==> src/rtl/tage_lookup_sequencer.sv <==
// Sequences TAGE index/tag generation and tagged bank accesses for one lookup and one
// update requester; owns the architectural global history register.
module tage_lookup_sequencer #(
  parameter int unsigned GlobLen      = 131,
  parameter int unsigned ADDRESS_SIZE = 32,
  parameter int unsigned BANK_LAT     = 1,
  parameter int unsigned CNT_W        = 16
) (
  input  logic                    CLK,
  input  logic                    reset,
  input  logic                    lk_valid,
  input  logic [ADDRESS_SIZE-1:0] lk_pc,
  output logic                    lk_ready,
  output logic                    lk_done,
  input  logic                    upd_valid,
  input  logic [ADDRESS_SIZE-1:0] upd_pc,
  input  logic                    upd_taken,
  input  logic                    upd_mispred,
  output logic                    upd_ready,
  output logic [ADDRESS_SIZE-1:0] gen_pc_addr,
  output logic [GlobLen-1:0]      gen_ghist,
  output logic                    index_tag_enable,
  output logic                    bank_rd_en,
  output logic                    bank_wr_en,
  output logic [CNT_W-1:0]        lookup_cnt,
  output logic [CNT_W-1:0]        mispred_cnt
);

  typedef enum logic [2:0] {
    S_IDLE, S_GEN, S_RD, S_WAIT, S_DONE, S_UGEN, S_UWR
  } state_t;

  // WAIT is entered only when BANK_LAT > 1 and lasts BANK_LAT-1 cycles (count down to 0)
  localparam logic [2:0] WAIT_INIT = (BANK_LAT > 1) ? 3'(BANK_LAT - 2) : 3'd0;

  state_t                  state_q, state_d;
  logic [2:0]              wait_q;
  logic [ADDRESS_SIZE-1:0] pc_q;
  logic                    tk_q;
  logic [GlobLen-1:0]      ghist_q;
  logic [CNT_W-1:0]        lookup_cnt_q, mispred_cnt_q;
  logic                    upd_acc, lk_acc;

  assign gen_pc_addr = pc_q;
  assign gen_ghist   = ghist_q;
  assign lookup_cnt  = lookup_cnt_q;
  assign mispred_cnt = mispred_cnt_q;

  always_comb begin
    state_d          = state_q;
    lk_ready         = 1'b0;
    upd_ready        = 1'b0;
    lk_done          = 1'b0;
    index_tag_enable = 1'b0;
    bank_rd_en       = 1'b0;
    bank_wr_en       = 1'b0;
    upd_acc          = 1'b0;
    lk_acc           = 1'b0;
    case (state_q)
      S_IDLE: begin
        // readies are qualified by reset so every output reads 0 while held in reset
        upd_ready = reset;
        lk_ready  = reset & ~upd_valid;
        upd_acc   = upd_valid & upd_ready;
        lk_acc    = lk_valid & lk_ready;
        if (upd_acc)     state_d = S_UGEN;
        else if (lk_acc) state_d = S_GEN;
      end
      S_GEN: begin
        index_tag_enable = 1'b1;
        state_d          = S_RD;
      end
      S_RD: begin
        bank_rd_en = 1'b1;
        state_d    = (BANK_LAT == 1) ? S_DONE : S_WAIT;
      end
      S_WAIT: begin
        if (wait_q == 3'd0) state_d = S_DONE;
      end
      S_DONE: begin
        lk_done = 1'b1;
        state_d = S_IDLE;
      end
      S_UGEN: begin
        index_tag_enable = 1'b1;
        state_d          = S_UWR;
      end
      S_UWR: begin
        bank_wr_en = 1'b1;
        state_d    = S_IDLE;
      end
      default: state_d = S_IDLE;
    endcase
  end

  always_ff @(posedge CLK or negedge reset) begin
    if (!reset) begin
      state_q       <= S_IDLE;
      wait_q        <= '0;
      pc_q          <= '0;
      tk_q          <= 1'b0;
      ghist_q       <= '0;
      lookup_cnt_q  <= '0;
      mispred_cnt_q <= '0;
    end else begin
      state_q <= state_d;
      if (upd_acc) begin
        pc_q <= upd_pc;
        tk_q <= upd_taken;
        if (upd_mispred && (mispred_cnt_q != '1)) mispred_cnt_q <= mispred_cnt_q + CNT_W'(1);
      end else if (lk_acc) begin
        pc_q <= lk_pc;
        if (lookup_cnt_q != '1) lookup_cnt_q <= lookup_cnt_q + CNT_W'(1);
      end
      if (state_q == S_RD)
        wait_q <= WAIT_INIT;
      else if ((state_q == S_WAIT) && (wait_q != 3'd0))
        wait_q <= wait_q - 3'd1;
      if (state_q == S_UWR)
        ghist_q <= {ghist_q[GlobLen-2:0], tk_q};
    end
  end

endmodule

==> config.mk <==
export PLATFORM = sky130hd
export DESIGN_NAME = tage_lookup_sequencer
export DESIGN_NICKNAME = d
export VERILOG_FILES = /design/src/rtl/tage_lookup_sequencer.sv
export SDC_FILE = /design/constraint.sdc
export NUM_CORES = 1
export LEC_CHECK = 0
export CAP_MARGIN = 40
export CORE_MARGIN = 2
export CORE_UTILIZATION = 46
export CTS_CLUSTER_DIAMETER = 150
export CTS_CLUSTER_SIZE = 10
export DETAILED_ROUTE_END_ITERATION = 10
export MAX_ROUTING_LAYER = met4
export PLACE_DENSITY = 0.81
export RECOVER_POWER = 25
export SETUP_SLACK_MARGIN = 0.3
export SYNTH_ARGS = -nofsm -noshare
export SYNTH_HDL_FRONTEND = slang
export SYNTH_SLANG_ARGS = --single-unit
==> constraint.sdc <==
create_clock -name CLK -period 2 [get_ports CLK]
set_input_delay 0.4 -clock CLK [delete_from_list [all_inputs] [get_ports CLK]]
set_output_delay 0.4 -clock CLK [all_outputs]
set_load 0.02 [all_outputs]
* Word level (Yosys, flattened, before mapping) *
Index checks and enable logic that the tools add are counted.
W data, S select, Z words.

operators by class
  add/subtract/negate cells = 3
  equality and inequality tests = 10
  multiplexer cells = 16
  bitwise logic cells = 5
  reductions and logical operators = 11

operators by type and width
  cell                     count
  $mux W32                 2
  $add A16 B1 Y16 const B  2
  $ne A16 B16 Y1 const B   2
  $mux W3                  5
  $pmux W3 S5              1
  $eq A3 B3 Y1 const B     3
  $mux W1                  8
  $eq A3 B2 Y1 const B     2
  $logic_not A3 Y1         2
  $reduce_and A2 Y1        2
  $reduce_bool A2 Y1       2
  $and A1 B1 Y1            3
  $eq A3 B1 Y1 const B     1
  $ne A3 B3 Y1 const B     1
  $reduce_and A3 Y1        1
  $reduce_bool A3 Y1       1
  $sub A3 B1 Y3 const B    1
  $logic_and A1 B1 Y1      2
  $ne A2 B2 Y1 const B     1
  $not A1 Y1               2
  $reduce_or A2 Y1         1

word-level totals
  register bits = 202
  input bits = 70
  output and inout bits = 201
  logic and storage cells = 52

* Depth between registers and ports, before layout *
Gate-level depths: netlist of run 1.

  depth after elaboration = 6
  mapped depth = 7
  depth with buffers taken out = 6

* Least setup slack after synthesis of run 1 *
Ideal clock, no wire load.

  path kind = flip-flop to flip-flop
  from = register state_q[1]
  to = register mispred_cnt_q[1] (netlist: mispred_cnt[1])
  setup time = 0.125 ns
  arrival = 1.943 ns
  data required time = 1.875 ns
  setup slack = -0.068 ns
  stages on the path, launching flop included = 6
  path buffers = 1
  period minus slack after synthesis = 2.068 ns
  cells stage by stage = dfrtp_1 -> buf_6 -> nor4b_4 -> nand3_2 -> nor2_1 -> mux2_2

between the ends
  longest elaborated chain between the ends = 3

RTL lines
  what                                RTL line  text
  start: declaration                  36        state_t state_q, state_d;
  start signal: assignment            106       state_q <= state_d;
  $logic_not A3 Y1                    59        case (state_q)
  $mux W1                             59
  $reduce_and A2 Y1 (no source line)  -
  end signal: assignment              110       if (upd_mispred && (mispred_cnt_q != '1)) mispred_cnt_q <= mispred_cnt_q + CNT_W'(1);
  end: declaration                    41        logic [CNT_W-1:0] lookup_cnt_q, mispred_cnt_q;

No other way between the ends.
A chain may end at the register's enable or synchronous reset.

* Worst setup path in the final report of run 1 *
  from = register state_q[1]
  to = output lk_ready

between the ends
  longest elaborated chain between the ends = 2

RTL lines
  what              RTL line  text
  $logic_not A3 Y1  59
  $mux W1           59
  end: declaration  13        output logic lk_ready,

No other way between the ends.

==> results.cfg, run 1 <==
[outcome]
outcome = finished with violations
violations = setup timing

[cts]
h-tree-depth = 1
clock_latency_ns = 0.50
numCtsBuffers = 24
clockBufferDepth = 3
cts_tree = yes
clkSinkCount = 202
clkTransAtPathRegs_ns = 0.05
cts_root_buf = clkbuf_16

[synthesis]
synth_top_cell_by_area = dfrtp_1
syn_area_sq_um = 8330
mappedNetlistNets = 678
netlist_instances = 604
yosys_warnings = 0
synth_seq_cells = 202
avgSynthCellArea_sq_um = 13.8
ys_top_cells_by_area = dfrtp_1 61%, mux2_2 18%, mux2i_1 4.1%
synth.distinct_cells = 39
ys_seq_area_frac = 0.607
synth_top_cell_area_share = 0.607

[setup_path]
cp_max_fo = 3
critPathCaptureType = primary output
cp_data_arrival_time_ns = 1.64
crit_family = simple AND/OR/NAND/NOR gates
crit_path_max_incr_delay_ns = 0.40
slowest_stage = dfrtp_1
crit_type = reg2out
path_cells = nor4b_4, nor2b_2, buf_4
worstSetupStartpointType = flip-flop
critPathBufInv = 1
worstPathRequired_ns = 1.60

[floorplan]
ioPinCount = 271
fp-row-count = 49
core-area_sq_um = 17800
die_h_microns = 139
die_area_sq_um = 19200
start_util = 0.467
die_w_microns = 139

[timing]
report.final.slew_viol_count = 0
tightest_slew_ns = 1.28
max_slew_margin = 0.149
setup_slack_ns = -0.0399
fin_crit_sh = 1.02
min_period_ns = 2.04
fmax_ghz = 0.490
setup_viol = 3
skew_ns = 0.0133
grt_setup_unrepaired = yes
hold_viol = 0

[pwr]
clkPwrFrac = 0.272
switching_share = 0.326
p_leak_nw = 7.19
switchingPower_mw = 4.54
p_int_mw = 9.41
p_comb_frac = 0.368
seq_power_share = 0.360
irDropWorstVdd_uv = 738
power.total_mw = 14.0
p_per_area_nw_per_um2 = 942

[placement]
gp_congestion = 0.842
pre_cts_ws_ns = -0.0280
dp_hpwl_mm = 14.1
portBuffers = 270

[flow_run]
maxCapViolCount = 0

[global_routing]
globalRouteOverflowTotal = 0
grt_use_total = 0.282
grt_pass1_wl_mm = 41.5
grt_pass1_vias = 6818
grt_max_degree = 156
antenna_found_initial = 1

[detailed_routing]
ant_nets = 0
route.vias.total = 6746
drt_pass1_iterations = 4
drt_iter0_drc = 292
via_per_inst = 5.57
wl_per_cell_microns = 24.3
wl_mm = 29.4
drc_errors = 0

[layout]
syn_to_final_growth_pct = 77.8
drive_gt1_frac = 0.449
final_nets = 1055

[min_path]
min_path_type = in2async
power by group through the flow:
stage / Combinational, mW / Sequential, mW / Clock, mW
floorplan: 1.20 / 5.46 / 0
detailed placement: 3.29 / 4.94 / 0
CTS: 3.93 / 4.87 / 3.79
global placement: 3.26 / 4.92 / 0
finish: 5.14 / 5.02 / 3.79
global route: 5.38 / 5.09 / 4.02
logic make-up after synthesis:
logic type	count (synthesis)	synth area share
xor+xnor	27	0.0284
simple gates	124	0.0872
compound gates	42	0.0267
mux	170	0.225
flops	202	0.607
buf+inv	35	0.0203
fa+ha+maj	4	0.00601
state kept, by name (all words and copies together) (netlist names):
register / cells
mispred_cnt: 16
state_q: 3
wait_q: 3
gen_pc_addr: 32
lookup_cnt: 16
tk_q: 1
gen_ghist: 131
per-stage QoR:
stage	util	std cells	setup TNS, ns	hold WS, ns	area [sq um]
after floorplan	-	604	0	0.104	8550
after global placement	0.651	1103	0	0.463	11600
after detailed placement	0.651	1103	-0.0280	0.466	11600
after CTS	0.764	1177	-0.0436	0.0495	13600
after global routing	0.831	1211	-5.98	0.395	14800
final	0.831	1211	-0.0569	0.286	14800
path summary, 6_finish.rpt:
check,start,depth (start not counted),slack (ns),end
setup / recovery,state_q[1],3,-0.04,lk_ready
hold / removal,reset,2,0.29,state_q[0]
setup reg to reg,state_q[1],7,-0.02,mispred_cnt[14]
hold reg to reg,wait_q[0],1,0.47,wait_q[0]
max in group asynchronous,reset,3,0.31,gen_ghist[50]
min in group CLK,wait_q[0],1,0.47,wait_q[0]
worst reg2reg max path: stages (launching register included):
cell,delay [ns]
dfrtp_1,0.40
nor4b_4,0.39
buf_4,0.19
buf_12,0.15
buf_6,0.12
nand3_4,0.12
nor4b_4,0.34
xor2_1,0.21
metal layers:
| layer | track usage | share of wire |
|---|---|---|
| met1 | 0.361 | 0.39 |
| met2 | 0.460 | 0.51 |
| met3 | 0.0666 | 0.074 |
| met4 | 0.0666 | 0.025 |
| met5 | - | 0 |
cell usage in the layout, fill, tap and decap left out, types with 6 or more instances in the layout:
master | Yosys | final
mux2i_1 | 34 | 20
buf_8 | 0 | 8
dlygate4sd2_1 | 0 | 138
nand2_1 | 12 | 12
mux2_4 | 0 | 136
nand3_1 | 9 | 9
nor3_4 | 0 | 9
clkbuf_16 | 0 | 35
nand4_1 | 10 | 10
dfrtp_2 | 0 | 6
dfrtp_1 | 202 | 196
nor2_4 | 0 | 30
clkbuf_2 | 0 | 19
a21oi_2 | 0 | 30
clkdlybuf4s15_2 | 0 | 9
buf_16 | 0 | 25
buf_6 | 2 | 29
clkdlybuf4s15_1 | 0 | 27
buf_4 | 0 | 22
nor2_2 | 0 | 6
mux2i_4 | 0 | 7
buf_12 | 0 | 19
xor2_1 | 26 | 26
clkdlybuf4s50_1 | 0 | 68
nor4_4 | 0 | 10
mux2i_2 | 0 | 7
final cells by class:
class | count | area [sq um]
Multi-Input combinational cell | 369 | 4490
Clock buffer | 25 | 626
Antenna cell | 1 | 2.50
Timing Repair Buffer | 379 | 4320
Sequential cell | 202 | 5060
Clock inverter | 1 | 8.76
Fill cell | 841 | 3020
Tap cell | 229 | 287
Inverter | 5 | 21.3
repair_timing:
action | 4_1_cts | 5_1_grt
hold buffers | 0 | 0
resized for setup | 454 | 237
cloned | 22 | 14
pin swaps | 3 | 42
endpoints found under the setup margin | 378 | 250
setup buffers | 26 | 19
cell usage after synthesis (all sizes together):
| master | instances |
|---|---|
| nor3b | 4 |
| or2 | 1 |
| and4 | 4 |
| buf | 21 |
| o21ai | 4 |
| or3 | 1 |
| dfrtp | 202 |
| nor2b | 2 |
| nor4 | 10 |
| inv | 5 |
| nor4b | 3 |
| nand3 | 10 |
| xnor2 | 1 |
| clkbuf | 9 |
| o21a | 3 |
| nor3 | 16 |
| nand4 | 10 |
| a21oi | 33 |
| and3 | 4 |
| nor2 | 40 |
| nand2b | 2 |
| mux2i | 34 |
| mux2 | 136 |
| nand3b | 1 |
| a221oi | 1 |
| and2 | 1 |
| or4 | 1 |
| nand2 | 13 |
| ha | 4 |
| and4bb | 1 |
| o22ai | 1 |
| xor2 | 26 |
Power figures use the tool's default switching activity.
==> run 2: changes to the inputs <==
Settings changed: CORE_UTILIZATION 46 to 48, CTS_BUF_LIST set to sky130_fd_sc_hd__clkbuf_2, PLACE_DENSITY 0.81 to 0.84.
==> run 2 against run 1 <==
  * The flow finishes with violations (capacitance limit, slew limit, setup timing)
  * Clock skew up 0.053 ns
  * Flip-flop and latch count unchanged
  * Register-to-register slack worse by 0.44 ns
  * Clock power down 53%
  * Worst hold slack worse by 0.032 ns
  * Global-route usage up 2.4 points
  * Non-clock buffer count up 119
  * Wire length up 16%
==> results.cfg, run 2 (same netlist as run 1, synthesis figures left out) <==
[outcome]
outcome = finished with violations
violations = capacitance limit, slew limit, setup timing

[floorplan]
ioPinCount = 271
start_util = 0.487
die_w_microns = 136
fp-row-count = 48
core-area_sq_um = 17100
die_area_sq_um = 18400
die_h_microns = 136

[setup_path]
cp_data_arrival_time_ns = 3.15
crit_family = buffers and inverters
critPathBufInv = 8
path_cells = nor4b_4, buf_6, buf_6, buf_6, buf_6, buf_6, buf_8, buf_12, nand3b_4, buf_4, nor4_4, xor2_1
slowest_stage = dfrtp_1
crit_path_max_incr_delay_ns = 0.49
cp_common_cell = buf_6
r2r-end = lookup_cnt[14]
reg2reg_slack_ns = -0.46
worstSetupStartpointType = flip-flop
worstPathRequired_ns = 2.69
cp_max_fo = 5
rr_startpoint = state_q[2]
r2r.worst_path.cells = 12
critPathCaptureType = flip-flop
crit_type = reg2reg

[flow_run]
maxCapViolCount = 1

[global_routing]
antenna_found_initial = 2
grt_max_degree = 136
grt_use_total = 0.306
globalRouteOverflowTotal = 0
grt_pass1_vias = 7693
grt_pass1_wl_mm = 42.2

[pwr]
p_per_area_nw_per_um2 = 837
p_leak_nw = 7.20
p_comb_frac = 0.442
switching_share = 0.373
switchingPower_mw = 4.61
seq_power_share = 0.414
irDropWorstVdd_uv = 984
clkPwrFrac = 0.144
power.total_mw = 12.3
p_int_mw = 7.74

[timing]
fin_crit_sh = 1.23
fmax_ghz = 0.407
grt_setup_unrepaired = yes
report.final.slew_viol_count = 67
hold_viol = 0
skew_ns = 0.0664
tightest_slew_ns = 1.51
min_period_ns = 2.46
setup_viol = 81
max_slew_margin = -0.00536
setup_slack_ns = -0.456

[cts]
cts_tree = yes
clkSinkCount = 202
clkTransAtPathRegs_ns = 0.23
clock_latency_ns = 0.78
cts_root_buf = clkbuf_2
h-tree-depth = 1
numCtsBuffers = 24
clockBufferDepth = 3

[min_path]
min-delay-start = lk_pc[13]
hold_end = gen_pc_addr[13]
min_path_type = in2reg
holdPathStages = 3

[detailed_routing]
wl_mm = 34.1
via_per_inst = 5.76
ant_nets = 0
drt_pass1_iterations = 7
route.vias.total = 7637
drt_iter0_drc = 575
wl_per_cell_microns = 25.7
drc_errors = 0

[placement]
gp_congestion = 0.865
dp_cells = 1098
portBuffers = 270
dp_hpwl_mm = 14.4

[layout]
syn_to_final_growth_pct = 77.0
final_nets = 1174
final_cells = 1327
drive_gt1_frac = 0.663
final_cell_mix = 229 x buf_6, 191 x dfrtp_1, 165 x buf_4, 124 x mux2_2, 68 x clkdlybuf4s50_1
layout_commonest_cell = buf_6
largest_reg_flops = 131
[run 2: cell count changes in the layout (fill, tap and decap cells not counted), sizes merged]
cell	delta
clkdlybuf4s15	-36
buf	+312
clkbuf	-20
dlygate4sd2	-138
diode	+1
dlygate4sd3	+1
[run 2: worst min-delay path, delay by kind of cell]
family	cells	cell delay (ns)
AO/OA/AOI/OAI	1	0.07
buffers and inverters	1	0.39
multiplexers	1	0.17
[run 2: power by group through the flow]
stage	logic, mW	clock network, mW	registers, mW
floorplan	1.20	0	5.46
global placement	3.20	0	4.96
detailed placement	3.25	0	4.97
CTS	4.32	1.66	4.95
global route	5.64	1.94	5.14
finish	5.46	1.78	5.11
[run 2: through the flow]
stage / setup slack [ns] / setup TNS [ns] / utilization / cell area [sq um] / hold WS, ns
after floorplan: 0.0117 / 0 / - / 8550 / 0.104
after global placement: -0.0227 / -0.0227 / 0.677 / 11600 / 0.462
after detailed placement: -0.0254 / -0.0254 / 0.679 / 11600 / 0.476
after CTS: -0.325 / -9.41 / 0.801 / 13700 / 0.195
after global routing: -0.538 / -32.53 / 0.862 / 14700 / 0.225
final: -0.456 / -22.52 / 0.862 / 14700 / 0.254
[run 2: per-layer routing]
layer | up-vias | global-route usage | wire length, microns
li1 | 3134 | - | -
met1 | 3902 | 0.339 | 12100
met2 | 456 | 0.543 | 17600
met3 | 145 | 0.0647 | 2540
met4 | 0 | 0.115 | 1840
met5 | - | - | 0
[run 2: worst max-delay path by stage]
stage | start | slack [ns] | cells after the start | to
finish | state_q[2] | -0.46 | 12 | lookup_cnt[14]
global route | state_q[2] | -0.54 | 12 | lookup_cnt[14]
CTS | state_q[2] | -0.33 | 3 | lk_ready
detailed placement | reset | -0.03 | 4 | upd_ready
global placement | reset | -0.02 | 4 | upd_ready
floorplan | state_q[2] | 0.01 | 6 | lookup_cnt[13]
[run 2: timing repair]
item / CTS / global route
hold endpoints to repair: 202 / 0
buffers inserted: 160 / 19
pin swaps: 11 / 50
hold buffers: 1 / 0
endpoints found under the setup margin: 394 / 399
resized for setup: 1271 / 157
cloned: 9 / 12
[run 2: final cells by class]
cell class / instances / area, sq um
repair buffers: 498 / 5230
flip-flops and latches: 202 / 5070
multi-input cells: 369 / 4010
fillers: 695 / 2370
well taps: 225 / 282
clock buffers: 25 / 125
inverters: 5 / 18.8
clock inverters: 1 / 8.76
diodes: 2 / 5.00
